[src/rtl/multi_rect_renderer_pkg.sv]
// Shared types for the multi-rectangle overlay renderer: slot record, mode codes
// and the default geometry/colour widths the slot record is built from.
package rr_pkg;

  localparam int RR_X_W = 11;
  localparam int RR_Y_W = 12;
  localparam int RR_C_W = 8;

  localparam logic MODE_FILL    = 1'b0;
  localparam logic MODE_OUTLINE = 1'b1;

  typedef struct packed {
    logic                       en;
    logic                       mode;
    logic signed [RR_X_W-1:0]   x;
    logic signed [RR_Y_W-1:0]   y;
    logic        [RR_X_W-1:0]   w;
    logic        [RR_Y_W-1:0]   h;
    logic        [3*RR_C_W-1:0] rgb;
  } rect_cfg_t;

endpackage

[src/rtl/rect_hit_test.sv]
// Combinational hit test of one pixel against one rectangle slot (fill or 1-pixel outline).
module rect_hit_test
  import rr_pkg::*;
(
  input  rect_cfg_t                cfg,
  input  logic signed [RR_X_W-1:0] x,
  input  logic signed [RR_Y_W-1:0] y,
  output logic                     hit
);

  // Two guard bits: left edge plus an unsigned full-range width cannot overflow.
  localparam int XE = RR_X_W + 2;
  localparam int YE = RR_Y_W + 2;
  localparam logic signed [XE-1:0] ONE_X = {{(XE-1){1'b0}}, 1'b1};
  localparam logic signed [YE-1:0] ONE_Y = {{(YE-1){1'b0}}, 1'b1};

  logic signed [XE-1:0] px_s, lx_s, rx_s;
  logic signed [YE-1:0] py_s, ty_s, by_s;
  logic                 inside_s, on_edge_s;

  // Rectangle bounds are half-open: [left, left+w) x [top, top+h)
  always_comb begin
    px_s      = XE'(x);
    lx_s      = XE'($signed(cfg.x));
    rx_s      = lx_s + $signed({2'b00, cfg.w});
    py_s      = YE'(y);
    ty_s      = YE'($signed(cfg.y));
    by_s      = ty_s + $signed({2'b00, cfg.h});
    inside_s  = (px_s >= lx_s) && (px_s < rx_s) && (py_s >= ty_s) && (py_s < by_s);
    on_edge_s = inside_s && ((px_s == lx_s) || (px_s == rx_s - ONE_X) ||
                             (py_s == ty_s) || (py_s == by_s - ONE_Y));
    hit       = cfg.en && ((cfg.mode == MODE_OUTLINE) ? on_edge_s : inside_s);
  end

endmodule

[src/rtl/multi_rect_renderer.sv]
// Overlays N_RECTS programmable rectangles on a streamed pixel; 2-cycle pipeline,
// lowest slot index wins, slot colours are captured with the pixel to avoid tearing.
module multi_rect_renderer
  import rr_pkg::*;
#(
  parameter int N_RECTS = 4,
  parameter int X_W     = RR_X_W,
  parameter int Y_W     = RR_Y_W,
  parameter int C_W     = RR_C_W,
  localparam int IDX_W  = (N_RECTS > 1) ? $clog2(N_RECTS) : 1
) (
  input  logic                  clk,
  input  logic                  rst_n,
  input  logic                  in_valid,
  input  logic signed [X_W-1:0] x,
  input  logic signed [Y_W-1:0] y,
  input  logic        [C_W-1:0] r,
  input  logic        [C_W-1:0] g,
  input  logic        [C_W-1:0] b,
  output logic                  out_valid,
  output logic signed [X_W-1:0] x_out,
  output logic signed [Y_W-1:0] y_out,
  output logic        [C_W-1:0] r_out,
  output logic        [C_W-1:0] g_out,
  output logic        [C_W-1:0] b_out,
  input  logic                  cfg_we,
  input  logic      [IDX_W-1:0] cfg_idx,
  input  logic                  cfg_en,
  input  logic                  cfg_mode,
  input  logic signed [X_W-1:0] cfg_x,
  input  logic signed [Y_W-1:0] cfg_y,
  input  logic        [X_W-1:0] cfg_w,
  input  logic        [Y_W-1:0] cfg_h,
  input  logic      [3*C_W-1:0] cfg_rgb
);

  rect_cfg_t               slots_r     [N_RECTS];
  rect_cfg_t               cfg_new_s;
  logic [N_RECTS-1:0]      hit_s, hit_r;
  logic                    v1_r;
  logic signed [X_W-1:0]   x1_r;
  logic signed [Y_W-1:0]   y1_r;
  logic [3*C_W-1:0]        rgb1_r;
  logic [3*C_W-1:0]        slot_rgb1_r [N_RECTS];
  logic [3*C_W-1:0]        sel_rgb_s;

  // Pack the configuration port into a slot record
  always_comb begin
    cfg_new_s      = '0;
    cfg_new_s.en   = cfg_en;
    cfg_new_s.mode = cfg_mode;
    cfg_new_s.x    = cfg_x;
    cfg_new_s.y    = cfg_y;
    cfg_new_s.w    = cfg_w;
    cfg_new_s.h    = cfg_h;
    cfg_new_s.rgb  = cfg_rgb;
  end

  // Slot table; an index matching no slot leaves the table untouched
  always_ff @(posedge clk or negedge rst_n) begin
    if (!rst_n) begin
      for (int i = 0; i < N_RECTS; i++) slots_r[i] <= '0;
    end else begin
      for (int i = 0; i < N_RECTS; i++) begin
        if (cfg_we && (cfg_idx == IDX_W'(i))) slots_r[i] <= cfg_new_s;
      end
    end
  end

  for (genvar gi = 0; gi < N_RECTS; gi++) begin : g_hit
    rect_hit_test u_hit (
      .cfg (slots_r[gi]),
      .x   (x),
      .y   (y),
      .hit (hit_s[gi])
    );
  end

  // Stage 1: register hits, pixel and the slot colours seen by this pixel
  always_ff @(posedge clk or negedge rst_n) begin
    if (!rst_n) begin
      v1_r   <= 1'b0;
      x1_r   <= '0;
      y1_r   <= '0;
      rgb1_r <= '0;
      hit_r  <= '0;
      for (int i = 0; i < N_RECTS; i++) slot_rgb1_r[i] <= '0;
    end else begin
      v1_r   <= in_valid;
      x1_r   <= x;
      y1_r   <= y;
      rgb1_r <= {r, g, b};
      hit_r  <= hit_s;
      for (int i = 0; i < N_RECTS; i++) slot_rgb1_r[i] <= slots_r[i].rgb;
    end
  end

  // Priority select: walk from highest index down so the lowest hit wins
  always_comb begin
    sel_rgb_s = rgb1_r;
    for (int i = N_RECTS - 1; i >= 0; i--) begin
      sel_rgb_s = hit_r[i] ? slot_rgb1_r[i] : sel_rgb_s;
    end
  end

  // Stage 2: registered outputs
  always_ff @(posedge clk or negedge rst_n) begin
    if (!rst_n) begin
      out_valid <= 1'b0;
      x_out     <= '0;
      y_out     <= '0;
      r_out     <= '0;
      g_out     <= '0;
      b_out     <= '0;
    end else begin
      out_valid             <= v1_r;
      x_out                 <= x1_r;
      y_out                 <= y1_r;
      {r_out, g_out, b_out} <= sel_rgb_s;
    end
  end

endmodule
[config.mk]
export PLATFORM = sky130hd
export DESIGN_NAME = multi_rect_renderer
export DESIGN_NICKNAME = d
export VERILOG_FILES = /design/src/rtl/multi_rect_renderer_pkg.sv /design/src/rtl/rect_hit_test.sv /design/src/rtl/multi_rect_renderer.sv
export SDC_FILE = /design/constraint.sdc
export NUM_CORES = 1
export LEC_CHECK = 0
export ABC_AREA = 1
export CORE_ASPECT_RATIO = 1.2
export CORE_UTILIZATION = 55
export CTS_CLUSTER_DIAMETER = 80
export DETAILED_ROUTE_END_ITERATION = 16
export MAX_ROUTING_LAYER = met4
export PLACE_DENSITY = 0.75
export SLEW_MARGIN = 20
export SYNTH_ARGS = -nofsm -noshare
export SYNTH_HDL_FRONTEND = slang
export SYNTH_HIERARCHICAL = 1
export SYNTH_SLANG_ARGS = --single-unit
[constraint.sdc]
create_clock -name clk -period 3.3 [get_ports clk]
set_input_delay 0.66 -clock clk [delete_from_list [all_inputs] [get_ports clk]]
set_output_delay 0.66 -clock clk [all_outputs]
set_load 0.01 [all_outputs]
# Word-level counts from Yosys, hierarchy flattened
# Index checks and enable logic that the tools add are counted.
# op_classes
n_addsub	16
n_lt_le_gt_ge	16
n_eq_ne	19
mux	8
reduce_logical	37
# op_table
op	count
$mux 24	4
$add 12x13->14	4
$eq 12x14->1	4
$lt 12x14->1	4
$sub 14x2->14 const B	4
$add 11x12->13	4
$eq 11x13->1	4
$lt 11x13->1	4
$sub 13x2->13 const B	4
$eq 12x12->1	4
$ge 12x12->1	4
$eq 11x11->1	4
$ge 11x11->1	4
$logic_and 1x1->1	24
$logic_or 1x1->1	12
$eq 2x2->1 const B	2
$mux 1	4
$eq 2x1->1 const B	1
$logic_not 2->1	1
# word_totals
register_bits	484
in_bits	125

# Longest topological paths before layout
# Gate-level depths: netlist of the first run.
# depth
ltp_word	9
ltp_mapped	23

# By module
# Netlist of the first run, hierarchy kept.
# by_module_without_submodules
mod	instances	cells_per_inst	area_each_um2
multi_rect_renderer	1	1508	16653.5
rect_hit_test at g_hit[1].u_hit ...	2	720	3988.8
rect_hit_test at g_hit[3].u_hit	1	745	4092.7
rect_hit_test at g_hit[0].u_hit	1	737	4062.6

# Least setup slack after synthesis of the first run
# No wires, ideal clock.
# synth_path
path_kind	reg2reg
from	register slots_r[59] (netlist name)
to	register hit_r[3]
arrival_ns	2.625
t_required_ns	3.187
slack_ns	0.562
stages_incl_launch_ff	22
period_less_slack_ns	2.738
cell_sequence	dfrtp_1 > ha_1 > inv_1 > fa_1 > inv_1 > nand3_1 > nand2_2 > nand2_1 > nand3_1 > nand2_1 > ha_1 > inv_1 > nor3_1 > a211oi_1 > nand2_1 > nand2_1 > nand3b_1 > nand3_1 > a21boi_0 > nor2_1 > nand2_1 > inv_1
# synth_between
elab_chain_len	9
elab_cells_between_ends	15
# synth_lines
element	line	rtl
start, declared	multi_rect_renderer.sv:37	rect_cfg_t slots_r [N_RECTS];
start signal, assigned by index	multi_rect_renderer.sv:65	if (cfg_we && (cfg_idx == IDX_W'(i))) slots_r[i] <= cfg_new_s;
$add 11x12->13	rect_hit_test.sv:25	rx_s = lx_s + $signed({2'b00, cfg.w});
$sub 13x2->13	rect_hit_test.sv:30	on_edge_s = inside_s && ((px_s == lx_s) || (px_s == rx_s - ONE_X) ||
$eq 11x13->1	rect_hit_test.sv:30	
$logic_or 1x1->1 (2 in a row)	rect_hit_test.sv:30	
$logic_or 1x1->1	rect_hit_test.sv:31	(py_s == ty_s) || (py_s == by_s - ONE_Y));
$logic_and 1x1->1	rect_hit_test.sv:30	
$mux 1 (*)	rect_hit_test.sv:32	hit = cfg.en && ((cfg.mode == MODE_OUTLINE) ? on_edge_s : inside_s);
$logic_and 1x1->1 (*)	rect_hit_test.sv:32	
net hit_s[3]	multi_rect_renderer.sv:39	logic [N_RECTS-1:0] hit_s, hit_r;
end signal, assigned	multi_rect_renderer.sv:93	hit_r <= hit_s;
end, declared	multi_rect_renderer.sv:39	
# Mark *: on every way through the listed nets, which the timed path passes. The rest lies on a longest branch.
# A chain may end at the register's enable or synchronous reset.

# Worst setup path in the final report of the first run
# layout_path
from	register slots_r[197] (netlist name)
to	register hit_r[1]
# layout_between
elab_chain_len	7
elab_cells_between_ends	13
# layout_lines
element	line	rtl
$add 12x13->14	rect_hit_test.sv:28	by_s = ty_s + $signed({2'b00, cfg.h});
$sub 14x2->14	rect_hit_test.sv:31	
$eq 12x14->1	rect_hit_test.sv:31	
$logic_or 1x1->1	rect_hit_test.sv:31	
$logic_and 1x1->1	rect_hit_test.sv:30	
$mux 1 (*)	rect_hit_test.sv:32	
$logic_and 1x1->1 (*)	rect_hit_test.sv:32	
net hit_s[1]	multi_rect_renderer.sv:39	
# Marks and branches as above.

==> results of run 1 <==
cell families after synthesis:
kind of cell | Yosys count | synth area share
AOI/OAI and AO/OA | 573 | 0.0925
DFF | 484 | 0.369
buffers and inverters | 774 | 0.0962
xor gates and xnor gates | 23 | 0.00790
adders and majority gates | 312 | 0.121
and+or+nand+nor | 2264 | 0.313
metal layers:
layer | vias to the layer above | share of wire
li1 | 14700 | -
met1 | 13600 | 0.43
met2 | 728 | 0.49
met3 | 178 | 0.052
met4 | 0 | 0.036
met5 | - | 0
worst paths after layout:
| check | to |
|---|---|
| max reg2reg | hit_r[1]$_DFF_PN0_ |
| min reg2reg | y_out[1]$_DFF_PN0_ |
| min in group clk | y_out[1]$_DFF_PN0_ |
| min | out_valid$_DFF_PN0_ |
| max in group asynchronous | slot_rgb1_r[65]$_DFF_PN0_ |
| max | hit_r[1]$_DFF_PN0_ |
state kept, by name (all words and copies together), names as in the netlist:
register     count
slots_r        288
slot_rgb1_r     96
rgb1_r          24
y1_r            12
y_out           12
x1_r            11
x_out           11
b_out            8
g_out            8
r_out            8
hit_r            4
out_valid        1
v1_r             1
power by group:
| part | internal [mW] | total, mW | switching [mW] |
|---|---|---|---|
| clock network | 3.55 | 6.25 | 2.70 |
| logic | 3.77 | 10.1 | 6.30 |
| registers | 6.79 | 7.35 | 0.563 |
critical path, stage by stage, from the launching register on:
cell	delay, ns
dfrtp_1	0.40
ha_2	0.43
nand2_2	0.09
nor2_1	0.20
nand3_1	0.14
nand3_1	0.11
nand2_1	0.11
nand2_2	0.13
inv_1	0.08
ha_1	0.29
inv_1	0.08
nor3_1	0.05
a211oi_1	0.18
a21oi_1	0.11
nand3b_1	0.18
a21oi_1	0.13
nand3b_1	0.12
nor2_1	0.04
nand2_1	0.06
inv_1	0.03
layout by cell type, fill, tap and decap left out, drive strengths merged, types with 7 or more instances in the layout:
cell / Yosys / layout
buf: 44 / 97
clkdlybuf4s50: 0 / 171
a211oi: 12 / 12
o21ai: 327 / 327
nand3b: 42 / 42
nor3: 26 / 26
nand4: 91 / 91
xor2: 7 / 7
nand2: 1492 / 1492
nand3: 370 / 370
inv: 689 / 697
clkbuf: 41 / 60
xnor2: 12 / 12
o21bai: 10 / 10
fa: 8 / 8
a21oi: 194 / 194
clkinvlp: 0 / 8
nor2: 234 / 234
dfrtp: 484 / 484
ha: 304 / 304
clkinv: 0 / 18
through the flow:
| stage | setup TNS, ns | area (um2) | instances | hold WS, ns |
|---|---|---|---|---|
| global route | -0.0420 | 38200 | 5504 | 0.0428 |
| detailed placement | -0.0968 | 35900 | 5394 | 0.335 |
| CTS | 0 | 37800 | 5493 | 0.0253 |
| floorplan | 0 | 32800 | 4430 | 0.331 |
| finish | 0 | 38200 | 5507 | 0.0145 |
| global placement | -0.0517 | 35900 | 5394 | 0.331 |
area by class of cell:
cell class | count | share of cell area
Antenna cell | 3 | 0.000196
Clock buffer | 60 | 0.0367
Clock inverter | 39 | 0.0126
Inverter | 689 | 0.0677
Multi-Input combinational cell | 3172 | 0.467
Sequential cell | 484 | 0.317
Tap cell | 792 | 0.0259
Timing Repair Buffer | 268 | 0.0729
synth_stat cells (4+ instances only):
cell type	n
a21boi_0	4
a211oi_1	12
xnor2_1	12
o211ai_1	6
nor3_1	25
o21ai_1	38
nand2_1	1377
o21ai_0	286
nand3_1	332
a21oi_1	192
nor2_2	43
inv_1	663
a31oi_1	4
inv_2	26
buf_2	10
nand2_4	21
nand3b_1	42
nor2_1	180
nand3_4	7
clkbuf_1	41
nand4_1	89
o221ai_1	5
nor2_4	9
buf_6	30
nand2_2	94
dfrtp_1	484
ha_1	304
nand3_2	31
o2111ai_1	4
xor2_1	7
o21bai_1	10
fa_1	8
repair_timing:
| action | in CTS | in global routing |
|---|---|---|
| pin swaps | 0 | 12 |
| hold buffers | 0 | 0 |
| buffers inserted | 0 | 11 |
| gates resized for setup | 2 | 71 |
| endpoints found under the setup margin | 1 | 4 |
| endpoints found under the hold margin | 0 | 0 |
==> run metrics, run 1 <==
Area growth syn-to-layout 16.6%; Crit path required time between 3 and 4 ns; Place WS -0.0968 ns; Core ar. ~59000 um2; initial core utilization 0.559; Worst-Margin Slew 1.12 ns; startpoint types flop; start point of the critical path slots_r[197]$_DFFE_PN0P_; Cells after Synth between 4000 and 5000; layout cells sized above 1 0.105; Area contributors post-synth dfrtp_1 (37%), nand2_1 (16%), ha_1 (12%), inv_1 (7.6%), nand3_1 (5.1%); DRC 0; htree depth 2; routing usage on met2 0.533; Sink Count slightly below 500; Worst Setup End Kind flop; Final Max Tran Viols 0; via count 29200; largest net degree at the start of global routing 82; number of synthesized flops with an enable pin 0; DR vias/cell between 5 and 6; reg-to-reg slack, setup ~0.24 ns; syn_nets just under 5000; Reg area 12100 um2; Syn Std Cell Area 32800 um2; vias in the first global route 28200; peak supply drop 0.465 mV; iteration-0 DRC count of the detailed router 2110; synth warn 6; GRT Max-Usage Layer met2; area occupied by multi-input gates 17900 um2; Num CTS Buffers 53; chip height 269 um; Die Area around 61000 um2; Top Ports 173; Post-DP HPWL just under 70000 um; synthesized flop and latch total ~480; Synth top area share 0.369; dominant cell type by area after synthesis dfrtp_1; fin crit share 0.928; remaining global-route overflow 0; Max-Cap Viols 0; GR Util met3 0.0362; clock latency on the worst-skew pair about 0.64 ns; GRT Overall Usage 0.316; initial antenna violation count 3; Setup WS post-layout 0.236 ns; leakage 20.2 nW; GP Congestion roughly 0.96; PwrDens around 620 nW/um2; CTS tree built; CP max FO 6; Final min period 3.06 ns; Arr. time, crit path 3.60 ns; status complete, no violations; FILL cells 5154; met1 Usage GRT 0.393; Root Buffer clkbuf_16; register area share after synthesis 0.369; Cell Rows between 90 and 100; global-route wire length before repair 146000 um; Routed Antenna Nets 0; Worst-path clk slew roughly 0.06 ns; WL per Instance 16.7 um; Most used DFF post-synth dfrtp_1; Power Total ~24 mW; final setup vio count 0; max_slew headroom 0.256; Hold Vio Cnt, Final 0; Die W 225 um; Fmax achieved 326 MHz; worst hold path class in -> async; Unique masters post-synth 50; Net count, final 5105; IO Port Bufs 172; critical setup path kind reg -> reg; final core occ 0.652; Mean Syn Cell Area 7.40 um2; R2R depth 19; Clock Tree Buf Depth 3; ys async rst share 1.00; Post-Route WL 91700 um; launch point of the worst reg-to-reg path slots_r[197]$_DFFE_PN0P_; Worst Skew 0.0357 ns; DR pass1 iterations 5
No activity file was read; power rests on OpenSTA's default activity.
==> run 2: changes to the inputs <==
Settings changed: SETUP_SLACK_MARGIN from default to 0.2.
==> run 2 against run 1 <==
First-iteration DRC count down 1.2%. Fmax up 3.4%. Register-to-register slack better by 0.10 ns. Via count up 1.6%. Sequential power up 0.5%. Sequential share of layout area down 0.91 points. Clock power about the same. Critical path depth up 1. Worst setup slack better by 0.10 ns. Clock-buffer cell count unchanged.
==> run metrics, run 2 (synthesis results as in run 1) <==
status complete, no violations; Net count, final 5153 (+0.94%); Die Area 60600 um2 (unchanged); number of flip-flops in the largest register 288 (unchanged); Worst Skew 0.0377 ns (+0.00195 ns); FILL cells 5024 (-2.5%); Fmax achieved 338 MHz (+3.4%); GRT Max-Usage Layer met2; peak supply drop 0.467 mV (+0.45%); chip height 269 um (unchanged); Clock Tree Buf Depth 3 (unchanged); GR Util met3 0.0367 (+0.000545); critical setup path kind reg -> reg; Power Total 24.5 mW (+3.4%); via count 29700 (+1.6%); Place WS -0.0968 ns (unchanged); PwrDens 622 nW/um2 (+0.40%); Core ar. 58600 um2 (unchanged); max_slew headroom 0.268 (+0.0126); Max-Cap Viols 0 (unchanged); Cell Rows 97 (unchanged); global-route wire length before repair 147000 um (+0.16%); commonest non-fill, non-tap cell in the layout nand2_1; reg-to-reg slack, setup 0.34 ns (+0.10 ns); Worst-path clk slew 0.06 ns (about the same); DR vias/cell 5.35 (+0.73%); met1 Usage GRT 0.393 (about the same); final core occ 0.672 (+0.0196); largest net degree at the start of global routing 82 (unchanged); RSZ-0062 raised after global routing yes; registers with the most flip-flops slots_r x288, slot_rgb1_r x96, rgb1_r x24; slowest CP cell dfrtp_2; CP max FO 6 (unchanged); most frequent cells in the layout nand2_1 (1355), inv_1 (646), dfrtp_1 (478); GP Congestion 0.959 (unchanged); startpoint types flop; leakage 20.5 nW (+1.4%); iteration-0 DRC count of the detailed router 2084 (-1.2%); Top Ports 173 (unchanged); GRT Overall Usage 0.317 (+0.000543); vias in the first global route 28200 (+0.21%); Num CTS Buffers 53 (unchanged); WL per Instance 16.8 um (+1.0%); fin crit share 0.897 (-0.0309); Sink Count 484 (unchanged); Routed Antenna Nets 0 (unchanged); Die W 225 um (unchanged); remaining global-route overflow 0 (unchanged); WHS 0.0152 ns (+0.000681 ns); worst hold path class in -> async; DR pass1 iterations 5 (unchanged); htree depth 2 (unchanged); final setup vio count 0 (unchanged); clock latency on the worst-skew pair 0.65 ns (about the same); Final min period 2.96 ns (-0.102 ns); Post-DP HPWL 67500 um (unchanged); initial core utilization 0.559 (unchanged); Worst-Margin Slew 1.10 ns (-0.0189 ns); Crit path required time 3.85 ns (+0.02 ns); Largest Register slots_r; # hold bufs at CTS 0 (unchanged); CTS tree built; critical path's largest stage delay 0.41 ns (-0.02 ns); Hold Vio Cnt, Final 0 (unchanged); initial antenna violation count 4 (+1); Arr. time, crit path 3.52 ns (-0.08 ns); Reg area 12100 um2 (about the same); Worst Setup End Kind flop; IO Port Bufs 172 (unchanged); Root Buffer clkbuf_16; layout cells sized above 1 0.139 (+0.0338); area occupied by multi-input gates 18600 um2 (+4.4%); crit path cell chain ha_4 > inv_1 > fa_2 > inv_2 > nand2_1 > nand2_2 > nand3_2 > nand3_1 > nand2_4 > ha_1 > a21oi_2 > nor3_2 > a211oi_1 > a21oi_1 > nand3b_1 > a21oi_2 > nand3b_1 > nor2_1 > nand2_1 > inv_1; routing usage on met2 0.534 (+0.00154); Post-Route WL 93400 um (+1.9%); Setup WS post-layout 0.338 ns (+0.102 ns); Area growth syn-to-layout 20.1%; DRC 0 (unchanged); Final Max Tran Viols 0 (unchanged)
==> run 2: cell count changes in the layout (fill, tap and decap cells not counted), sizes merged <==
| cell | delta |
|---|---|
| diode | -1 |
| buf | +48 |
==> run 2: per-stage QoR <==
step,setup TNS (ns),instance area [um2],instances
2_1_floorplan,0,32800,4430
3_3_place_gp,-0.0517,35900,5394
3_5_place_dp,-0.0968,35900,5394
4_1_cts,0,37900,5497
5_1_grt,0,39400,5553
6_report,0,39400,5554
==> run 2: timing repair <==
item | 4_1_cts | 5_1_grt
resized for setup | 21 | 216
buffers inserted | 4 | 55
endpoints found under the setup margin | 4 | 4
pin swaps | 2 | 53
==> run 2: critical path: cells and delay by family (launching register included) <==
family                     cells  cell delay [ns]
AOI/OAI and AO/OA              4             0.57
adders and majority gates      3             0.69
buffers and inverters          3             0.17
DFF                            1             0.41
and+or+nand+nor               10             1.05
==> run 2: layout make-up <==
type | instances | share of cell area
Multi-Input combinational cell | 3172 | 0.473
Sequential cell | 484 | 0.308
Timing Repair Buffer | 316 | 0.0799
Inverter | 689 | 0.0659
Clock buffer | 60 | 0.0356
Tap cell | 792 | 0.0252
Clock inverter | 39 | 0.0122
Antenna cell | 2 | 0.000127
==> run 2: path summary, 6_finish.rpt <==
check / end / start / depth (start not counted)
setup / recovery: hit_r[2]$_DFF_PN0_ / slots_r[119]$_DFFE_PN0P_ / 20
hold / removal: out_valid$_DFF_PN0_ / rst_n / 1
setup reg to reg: hit_r[2]$_DFF_PN0_ / slots_r[119]$_DFFE_PN0P_ / 20
hold reg to reg: y_out[1]$_DFF_PN0_ / y1_r[1]$_DFF_PN0_ / 0
max in group asynchronous: slot_rgb1_r[67]$_DFF_PN0_ / rst_n / 2
min in group clk: y_out[1]$_DFF_PN0_ / y1_r[1]$_DFF_PN0_ / 0
==> run 2: metal layers <==
layer,up-vias,share of wire
li1,14800,-
met1,13900,0.42
met2,735,0.49
met3,193,0.048
met4,0,0.037
met5,-,0
==> run 2: power breakdown <==
| part | internal, mW | switching [mW] | leakage (nW) |
|---|---|---|---|
| clock | 3.55 | 2.70 | 0.898 |
| combinational | 4.23 | 6.61 | 13.6 |
| sequential | 6.79 | 0.604 | 5.96 |
==> run 3: changes to the inputs <==
Settings changed: CORE_UTILIZATION 55 to 45, CTS_CLUSTER_SIZE from default to 40, DONT_BUFFER_PORTS from default to 1, PLACE_DENSITY 0.75 to 0.61.
==> run 3 against run 2 <==
Via count fell by 6.4%. Die area rose by 22%. Power fell by 9.6%. Routed wire length fell by 3.0%. Largest power group unchanged. Highest routed layer unchanged.
==> run metrics, run 3 (synthesis results as in run 1) <==
Worst Skew 0.0486 ns (+0.0110 ns); Sink Count 484 (unchanged); Max-Cap Viols 0 (unchanged); IO Port Bufs 0 (-100%); PwrDens 601 nW/um2 (-3.3%); remaining global-route overflow 0 (unchanged); Place WS -0.0487 ns (+0.0482 ns); Final Cell Area 36800 um2 (-6.6%); Root Buffer clkbuf_16; vias in the first global route 26300 (-6.9%); Cell Rows 108 (+11%); Final Max Tran Viols 0 (unchanged); number of flip-flops in the largest register 288 (unchanged); GRT Overall Usage 0.249 (-0.0672); reg-to-reg slack, setup 0.33 ns (about the same); Hold Vio Cnt, Final 0 (unchanged); P_int 12.6 mW (-13%); clock latency on the worst-skew pair 0.64 ns (about the same); Net count, final 4922 (-4.5%); Arr. time, crit path 3.53 ns (about the same); registers with the most flip-flops slots_r x288, slot_rgb1_r x96, rgb1_r x24; sequential power share 0.334 (+0.032); Post-DP HPWL 63800 um (-5.6%); via count 27800 (-6.4%); leakage 19.2 nW (-6.0%); clock network fraction of total power 0.211 (-0.044); fin crit share 0.901 (+0.00377); Final min period 2.97 ns (+0.0124 ns); Top Ports 173 (unchanged); DP Area 33600 um2 (-6.4%); layout cells sized above 1 0.121 (-0.0178); Core ar. 72200 um2 (+23%); WHS Path Cells 0; Crit path required time 3.86 ns (about the same); chip height 298 um (+10%); hold path endpoint x1_r[1]$_DFF_PN0_; Worst Setup End Kind flop; DR pass1 iterations 8 (+3); DR vias/cell 5.11 (-4.5%); WL per Instance 16.6 um (-1.0%); initial antenna violation count 11 (+7); Post-Route WL 90700 um (-3.0%); Worst-path clk slew 0.11 ns (+0.05 ns); startpoint types flop; Worst-Margin Slew 1.09 ns (-0.00879 ns); launch point of the worst reg-to-reg path slots_r[240]$_DFFE_PN0P_; max_slew headroom 0.274 (+0.00586); Area growth syn-to-layout 12.2%; Clock Tree Buf Depth 3 (unchanged); delay-heaviest family, CP adder cells; initial core utilization 0.454 (-0.105); global-route wire length before repair 143000 um (-2.8%); peak supply drop 0.426 mV (-8.8%); Setup WS post-layout 0.326 ns (-0.0124 ns); Fmax achieved 336 MHz (-0.42%); status complete, no violations; CP max FO 3 (-3); final setup vio count 0 (unchanged); slowest CP cell fa_2; crit path cell chain ha_2 > inv_2 > fa_2 > inv_4 > nand3_4 > nand2_4 > nand2_4 > nand3b_1 > nand2_2 > ha_4 > inv_2 > nor3_2 > a211oi_2 > nand2_1 > a211oi_2 > buf_4 > o21ai_2 > nor2_2 > nand2_2 > a21oi_2; Num CTS Buffers 29 (-45%); worst r2r dst hit_r[0]$_DFF_PN0_; critical setup path kind reg -> reg; most frequent cells in the layout nand2_1 (1350), inv_1 (644), dfrtp_1 (480); largest net degree at the start of global routing 485 (+490%); Logic pwr share 0.455 (+0.012); iteration-0 DRC count of the detailed router 1622 (-22%); sw frac 0.428 (+0.0234); setup_tns 0 ns (unchanged); GP Congestion 0.889 (-7.3%); Routed Antenna Nets 0 (unchanged); CTS tree built; Die W 248 um (+10%); P_sw 9.48 mW (-4.4%); commonest non-fill, non-tap cell in the layout nand2_1; WP buf/inv 4 (+1); Largest Register slots_r; DRC 0 (unchanged); critical path's largest stage delay 0.40 ns (about the same); min-delay src x[1]; worst hold path class in -> reg; Die Area 73900 um2 (+22%); RSZ-0062 raised after global routing yes; htree depth 1 (-1); R2R depth 20 (unchanged)
## run 3: cell count changes in the layout (fill, tap and decap cells not counted), moves of 24 or more
cell,previous run,this run
clkdlybuf4s50_1,171,0
dlygate4sd3_1,0,30
clkbuf_16,53,29
buf_12,27,2
buf_4,117,74
## run 3: how the worst max path moves through the flow
| stage | start | cells past startpoint | endpoint |
|---|---|---|---|
| floorplan | slots_r[59]$_DFFE_PN0P_ | 21 | hit_r[3]$_DFF_PN0_ |
| global placement | slots_r[275]$_DFFE_PN0P_ | 18 | hit_r[0]$_DFF_PN0_ |
| detailed placement | slots_r[275]$_DFFE_PN0P_ | 18 | hit_r[0]$_DFF_PN0_ |
| CTS | slots_r[275]$_DFFE_PN0P_ | 18 | hit_r[0]$_DFF_PN0_ |
| global route | slots_r[119]$_DFFE_PN0P_ | 20 | hit_r[2]$_DFF_PN0_ |
| finish | slots_r[240]$_DFFE_PN0P_ | 20 | hit_r[0]$_DFF_PN0_ |
## run 3: worst register-to-register path: stages, from the launching register on
cell and delay (ns):
dfrtp_1 0.37, ha_2 0.19, inv_2 0.04, fa_2 0.40, inv_4 0.09, nand3_4 0.09
nand2_4 0.08, nand2_4 0.06, nand3b_1 0.10, nand2_2 0.08, ha_4 0.24, inv_2 0.06
nor3_2 0.05, a211oi_2 0.20, nand2_1 0.12, a211oi_2 0.23, buf_4 0.14, o21ai_2 0.05
nor2_2 0.15, nand2_2 0.07, a21oi_2 0.10
## run 3: power by group through the flow
stage / Clock, mW / Combinational (mW) / Sequential [mW]
2_1_floorplan: 0 / 7.24 / 7.27
3_5_place_dp: 0 / 8.96 / 7.44
5_1_grt: 5.01 / 11.5 / 7.49
6_report: 4.66 / 10.1 / 7.39
4_1_cts: 4.80 / 9.11 / 7.33
3_3_place_gp: 0 / 8.83 / 7.42
## run 3: what timing repair did
| item | in CTS | in global routing |
|---|---|---|
| gates resized for setup | 25 | 210 |
| hold buffers | 29 | 2 |
| buffers inserted | 8 | 42 |
| hold endpoints to repair | 513 | 99 |
| pin swaps | 4 | 56 |
| endpoints found under the setup margin | 4 | 4 |
## run 3: layout make-up
class | count | area [um2]
Timing Repair Buffer | 109 | 978
Antenna cell | 3 | 7.51
Sequential cell | 484 | 12100
Fill cell | 7092 | 35400
Multi-Input combinational cell | 3172 | 18700
Inverter | 689 | 2590
Clock buffer | 29 | 726
Clock inverter | 25 | 533
Tap cell | 935 | 1170
## run 3: through the flow
| stage | hold slack, ns | util | power (mW) | cells |
|---|---|---|---|---|
| after detailed placement | 0.335 | 0.466 | 16.4 | 5306 |
| after global placement | 0.332 | 0.466 | 16.3 | 5306 |
| after global routing | 0.0159 | 0.510 | 24.0 | 5445 |
| after floorplan | 0.331 | - | 14.5 | 4430 |
| final | 0.0419 | 0.510 | 22.1 | 5446 |
| after CTS | -0.313 | 0.490 | 21.2 | 5397 |
## run 3: metal layers
metal / global-route usage / part of all wire / up-vias
met5: - / 0 / -
met4: 0.0506 / 0.022 / 0
met3: 0.0196 / 0.039 / 103
met2: 0.417 / 0.47 / 484
met1: 0.332 / 0.47 / 12900
li1: - / - / 14300
